**src/rtl/exe_forward_ctrl_pkg.sv**
```systemverilog
// Shared encodings for the EXE forwarding scheduler: operand-select and
// store-data-select codes, plus the default register index width.
package exe_forward_ctrl_pkg;

  localparam int REG_IDX_W = 5;

  typedef enum logic [1:0] {
    SEL_OPERAND = 2'd0,
    SEL_ALU     = 2'd1,
    SEL_MEM     = 2'd2,
    SEL_WB      = 2'd3
  } sel_e;

  typedef enum logic [1:0] {
    MEMD_PIPE = 2'd0,
    MEMD_WB   = 2'd1
  } memd_e;

  // SEL_ALU is deliberately never returned: an ALU->ALU bypass would close a
  // combinational loop through EXE, so the nearest legal source is MEM.
  function automatic sel_e pick_sel(input logic exe_hit, input logic mem_hit);
    if (exe_hit) begin
      return SEL_MEM;
    end else if (mem_hit) begin
      return SEL_WB;
    end
    return SEL_OPERAND;
  endfunction

endpackage

```
**src/rtl/exe_forward_ctrl_fwd_match.sv**
```systemverilog
// Producer/consumer comparator: a tracking slot hits a source register only
// when it really writes a non-zero destination equal to that source.
module fwd_match #(
  parameter int W = 5
) (
  input  logic         slot_valid_i,
  input  logic         slot_regwrite_i,
  input  logic [W-1:0] slot_dest_i,
  input  logic [W-1:0] src_idx_i,
  input  logic         use_i,
  output logic         hit_o
);

  assign hit_o = use_i & slot_valid_i & slot_regwrite_i &
                 (slot_dest_i != '0) & (slot_dest_i == src_idx_i);

endmodule

```
**src/rtl/exe_forward_ctrl.sv**
```systemverilog
// EXE-stage hazard/forwarding scheduler: tracks the two older instructions and
// registers operand/store-data selects for the instruction leaving ID.
module exe_forward_ctrl
  import exe_forward_ctrl_pkg::*;
#(
  parameter bit LOAD_USE_STALL = 1'b1,
  parameter int NREGS_LOG2     = REG_IDX_W
) (
  input  logic                  CLK,
  input  logic                  RESET,
  input  logic                  Pipe_Stall_IN,
  input  logic                  Flush_IN,
  input  logic                  ID_Valid_IN,
  input  logic [NREGS_LOG2-1:0] ID_RegA_IN,
  input  logic [NREGS_LOG2-1:0] ID_RegB_IN,
  input  logic                  ID_UsesA_IN,
  input  logic                  ID_UsesB_IN,
  input  logic                  ID_MemWrite_IN,
  input  logic [NREGS_LOG2-1:0] ID_StoreReg_IN,
  input  logic [NREGS_LOG2-1:0] ID_WriteReg_IN,
  input  logic                  ID_RegWrite_IN,
  input  logic                  ID_MemRead_IN,
  output logic [1:0]            RegA_Select,
  output logic [1:0]            RegB_Select,
  output logic [1:0]            MEM_Data_select,
  output logic                  Stall_OUT
);

  localparam int NSRC = 3;  // 0: source A, 1: source B, 2: store data

  logic                  exe_valid_q, exe_regwrite_q, exe_load_q;
  logic [NREGS_LOG2-1:0] exe_dest_q;
  logic                  mem_valid_q, mem_regwrite_q;
  logic [NREGS_LOG2-1:0] mem_dest_q;

  logic [NREGS_LOG2-1:0] src_idx [NSRC];
  logic                  src_use [NSRC];
  logic                  exe_hit [NSRC];
  logic                  mem_hit [NSRC];

  logic  id_live, load_use, store_stall, advance;
  sel_e  sel_a_d, sel_b_d;
  memd_e memd_d;

  assign src_idx[0] = ID_RegA_IN;
  assign src_idx[1] = ID_RegB_IN;
  assign src_idx[2] = ID_StoreReg_IN;
  assign src_use[0] = ID_UsesA_IN;
  assign src_use[1] = ID_UsesB_IN;
  assign src_use[2] = ID_MemWrite_IN;

  generate
    for (genvar gi = 0; gi < NSRC; gi++) begin : g_match
      fwd_match #(.W(NREGS_LOG2)) u_exe (
        .slot_valid_i    (exe_valid_q),
        .slot_regwrite_i (exe_regwrite_q),
        .slot_dest_i     (exe_dest_q),
        .src_idx_i       (src_idx[gi]),
        .use_i           (src_use[gi]),
        .hit_o           (exe_hit[gi])
      );
      fwd_match #(.W(NREGS_LOG2)) u_mem (
        .slot_valid_i    (mem_valid_q),
        .slot_regwrite_i (mem_regwrite_q),
        .slot_dest_i     (mem_dest_q),
        .src_idx_i       (src_idx[gi]),
        .use_i           (src_use[gi]),
        .hit_o           (mem_hit[gi])
      );
    end
  endgenerate

  assign id_live  = ID_Valid_IN & ~Flush_IN;
  assign load_use = LOAD_USE_STALL & exe_load_q & (exe_hit[0] | exe_hit[1]);
  // A store whose data producer sits in MEM waits one cycle so the producer
  // reaches WB, where the write-first register file read covers it.
  assign store_stall = ID_MemWrite_IN & mem_hit[2] & ~exe_hit[2];
  assign Stall_OUT   = id_live & (load_use | store_stall);
  assign advance     = id_live & ~Stall_OUT;

  always_comb begin
    sel_a_d = SEL_OPERAND;
    sel_b_d = SEL_OPERAND;
    memd_d  = MEMD_PIPE;
    if (advance) begin
      sel_a_d = pick_sel(exe_hit[0], mem_hit[0]);
      sel_b_d = pick_sel(exe_hit[1], mem_hit[1]);
      if (exe_hit[2]) begin
        memd_d = MEMD_WB;
      end
    end
  end

  always_ff @(posedge CLK or negedge RESET) begin
    if (!RESET) begin
      exe_valid_q     <= 1'b0;
      exe_regwrite_q  <= 1'b0;
      exe_load_q      <= 1'b0;
      exe_dest_q      <= '0;
      mem_valid_q     <= 1'b0;
      mem_regwrite_q  <= 1'b0;
      mem_dest_q      <= '0;
      RegA_Select     <= 2'd0;
      RegB_Select     <= 2'd0;
      MEM_Data_select <= 2'd0;
    end else if (!Pipe_Stall_IN) begin
      mem_valid_q     <= exe_valid_q;
      mem_regwrite_q  <= exe_regwrite_q;
      mem_dest_q      <= exe_dest_q;
      exe_valid_q     <= advance;
      exe_regwrite_q  <= advance & ID_RegWrite_IN;
      exe_load_q      <= advance & ID_MemRead_IN;
      exe_dest_q      <= advance ? ID_WriteReg_IN : '0;
      RegA_Select     <= sel_a_d;
      RegB_Select     <= sel_b_d;
      MEM_Data_select <= memd_d;
    end
  end

endmodule

```
**config.mk**
```make
export PLATFORM = sky130hd
export DESIGN_NAME = exe_forward_ctrl
export DESIGN_NICKNAME = d
export VERILOG_FILES = /design/src/rtl/exe_forward_ctrl_pkg.sv /design/src/rtl/exe_forward_ctrl_fwd_match.sv /design/src/rtl/exe_forward_ctrl.sv
export SDC_FILE = /design/constraint.sdc
export NUM_CORES = 1
export LEC_CHECK = 0
export CAP_MARGIN = 20
export CORE_ASPECT_RATIO = 0.75
export CORE_MARGIN = 1
export CORE_UTILIZATION = 27
export DETAILED_ROUTE_END_ITERATION = 8
export PLACE_DENSITY = 0.61
export RECOVER_POWER = 50
export REMOVE_ABC_BUFFERS = 1
export SETUP_SLACK_MARGIN = 0.3
export SLEW_MARGIN = 20
export SYNTH_ARGS = -nofsm -noshare
export SYNTH_HDL_FRONTEND = slang
export SYNTH_SLANG_ARGS = --single-unit
```
**constraint.sdc**
```tcl
create_clock -name CLK -period 4.5 [get_ports CLK]
set_input_delay 0.675 -clock CLK [delete_from_list [all_inputs] [get_ports CLK]]
set_output_delay 0.675 -clock CLK [all_outputs]
set_load 0.02 [all_outputs]
```
==> impl_metrics.env <==
export IMPL_port_buffers=35
export IMPL_power_leakage_nw=0.712
export IMPL_dieArea_um2=4810
export IMPL_overflow=0
export IMPL_netlist_top_cells_count="xor2_1 (23), dfrtp_1 (20), a32o_1 (12)"
export IMPL_synth_warnings=0
export IMPL_synth_edf_count=0
export IMPL_first_iter_violations=43
export IMPL_io_pins=37
export IMPL_run_status="complete, no violations"
export IMPL_maxCapViolations=0
export IMPL_antenna_found_initial=0
export IMPL_worst_slew_pin_slew_ps=930
export IMPL_ant_nets=0
export IMPL_cts_tree="done"
export IMPL_htreeDepth=1
export IMPL_cts_buffers=3
export IMPL_crit_slowest_cell="clkdlybuf4s50_1"
export IMPL_p_total_w=0.000420
export IMPL_setup_violations=0
export IMPL_synth_ff_latch_count=20
export IMPL_drt_wl_total_um=3160
export IMPL_seq_area_frac_synth_pct=40.9
export IMPL_fin_nets=171
export IMPL_synthArstFlopShare_pct=100
export IMPL_synth_most_common_cell="xor2_1"
export IMPL_fillers=401
export IMPL_clk_pin_slew_ps=70
export IMPL_pwr_share_seq_pct=49.0
export IMPL_worstPathMaxFanout=14
export IMPL_fin_crit_sh_pct=82.6
export IMPL_crit_family="buffers and inverters"
export IMPL_clock_path_buffers=2
export IMPL_postCtsSetupBuffers=0
export IMPL_num_rows=20
export IMPL_synth_flop_cell="dfrtp_1"
export IMPL_fmax_mhz=269
export IMPL_r2r_start="exe_dest_q[4]"
export IMPL_place_inst=191
export IMPL_period_needed_ps=3720
export IMPL_p_comb_share_pct=18.9
export IMPL_cp_arrival_ps=3040
export IMPL_grt_max_degree=22
export IMPL_cpMostUsedCell="clkdlybuf4s50_1"
export IMPL_synth_area_um2=1220
export IMPL_gp_congestion=0.794
export IMPL_cp_required_ps=3830
export IMPL_grt_pass1_vias=1033
export IMPL_dr_pass1_iters=4
export IMPL_powerDensity_nw_per_um2=256
export IMPL_grt_util_all_layers_pct=13.9
export IMPL_antenna_cells=0
export IMPL_grt_pass1_wl_um=4910
export IMPL_cts_resized=0
export IMPL_syn_area_per_cell_um2=11.0
export IMPL_startpoint_type="input port"
export IMPL_hpwlAfterDp_um=2470
export IMPL_cp_buffers_inverters=2
export IMPL_synth_cells=111
export IMPL_hold_violations=0
export IMPL_fin_tns_setup_ps=0
export IMPL_vias_per_cell=5.19
export IMPL_yosys_top_cells_area="dfrtp_1 (41%), xor2_1 (16%), a32o_1 (9.8%), mux2_2 (6.4%), xnor2_1 (4.3%)"
export IMPL_power_frac_clock_pct=32.0
export IMPL_finalMaxSlewViolations=0
export IMPL_wl_per_cell_um=16.2
export IMPL_synth_top_area_cell="dfrtp_1"
export IMPL_hold_path_class="reg -> reg"
export IMPL_areaGrowthSynthToFinish_pct=34.0
export IMPL_ir_drop_uv=166
export IMPL_fin_cells=195
export IMPL_cts_hold_buf=0
export IMPL_drive_gt1_share_pct=10.0
export IMPL_coreArea_um2=4200
export IMPL_cts_root_buf="clkbuf_8"
export IMPL_path_cells="clkdlybuf4s50_1 -> xnor2_1 -> nand4_1 -> or4_1 -> o31a_1 -> nor2_1 -> clkdlybuf4s50_1"
export IMPL_synth_top_area_share_pct=40.9
export IMPL_start_util_pct=29.1
export IMPL_clk_insertion_delay_late_ps=260
export IMPL_power_switching_w=0.000106
export IMPL_min_from="RegB_Select[1]"
export IMPL_route_detailed_drc=0
export IMPL_die_height_um=60.3
export IMPL_cell_internal_pwr_w=0.000314
export IMPL_fin_skew_ps=4.84
export IMPL_die_w_um=79.8
export IMPL_clock_sinks=20
export IMPL_vias=1012
export IMPL_startpoint="ID_StoreReg_IN[2]"
export IMPL_sw_frac_of_total_pct=25.3
export IMPL_end_kind="primary output"
export IMPL_rsz0062_at_grt="false"
export IMPL_synth_distinct_cells=29
export IMPL_max_stage_delay_ps=620
export IMPL_slew_headroom_pct=37.8
export IMPL_path_class="in -> out"
-- registers in the layout (all words and copies together) (netlist names) --
signal and cells:
exe_load_q 1, RegA_Select 2, mem_dest_q 5, RegB_Select 2, exe_valid_q 1, exe_regwrite_q 1, mem_regwrite_q 1, exe_dest_q 5
mem_valid_q 1, MEM_Data_select 1
-- cells in the final DEF (no fill, tap or decap), drive strengths merged --
cell type,synthesis,layout
o311a,1,1
nand3,3,3
nand4,2,2
or3,1,1
dlygate4sd3,0,4
nand2,2,2
conb,1,1
nor3,1,1
clkbuf,7,4
nand2b,2,2
nor2,2,2
o211ai,1,1
mux2,7,7
a22o,1,1
nor4,6,6
dfrtp,20,20
o21ai,2,2
inv,1,1
and3,2,2
a21oi,1,1
a211oi,2,2
o31a,1,1
xnor2,6,6
xor2,23,23
a32o,12,12
or4,1,1
clkdlybuf4s50,0,31
-- final cells by class --
cell class              instances  area, um2  share of cell area (%)
clock buffers                   4       55.1                    3.35
inverters                       1       3.75                   0.229
multi-input cells              80        663                    40.4
flip-flops and latches         20        500                    30.5
well taps                      55       68.8                    4.19
repair buffers                 35        350                    21.3
-- per-stage QoR --
step | hold slack (ps) | setup WS, ps | instance area (um2) | utilization, %
global placement | 489 | 832 | 1590 | 37.7
floorplan | 379 | 1810 | 1170 | -
finish | 496 | 781 | 1640 | 39.0
CTS | 508 | 772 | 1640 | 39.0
global route | 524 | 622 | 1640 | 39.0
detailed placement | 492 | 785 | 1590 | 37.7
-- power by group through the flow --
stage	logic (W)	clock network (W)	registers, W
floorplan	0.0000380	0	0.000203
global placement	0.0000770	0	0.000209
detailed placement	0.0000801	0	0.000210
CTS	0.0000806	0.000139	0.000206
global route	0.0000874	0.000147	0.000208
finish	0.0000796	0.000135	0.000206
-- cells by family after synthesis --
logic type | Yosys count | synth area share (%)
xor gates and xnor gates | 29 | 20.7
AOI/OAI and AO/OA | 21 | 16.0
and+or+nand+nor | 22 | 10.6
muxes | 7 | 6.44
buffers and inverters | 11 | 5.00
other | 1 | 0.306
DFF | 20 | 40.9
-- final timing paths --
path                                       to  slack (ps)  cells past startpoint
min in group asynchronous       exe_dest_q[2]        1000                      1
max                                 Stall_OUT         780                      7
min reg2reg                    RegB_Select[1]         500                      1
max reg2reg                MEM_Data_select[0]        2190                      6
max in group asynchronous      RegB_Select[1]        2930                      1
min                            RegB_Select[1]         500                      1
-- worst register-to-register path: stages (launching register included) --
cell	delay (ps)
dfrtp_1	480
or3_1	420
o311a_4	350
nand4_2	100
inv_2	40
o31a_1	470
a32o_1	320
-- per-layer routing --
metal  vias up  track usage [%]  routed length [um]  share of wire, %
met5         -                0                   0                 0
li1        470                -                   -                 -
met3         5             2.11                 181               5.7
met1       496             18.3                1490                47
met4         0             4.59                  42               1.3
met2        41             23.8                1450                46
Power figures use the tool's default switching activity.
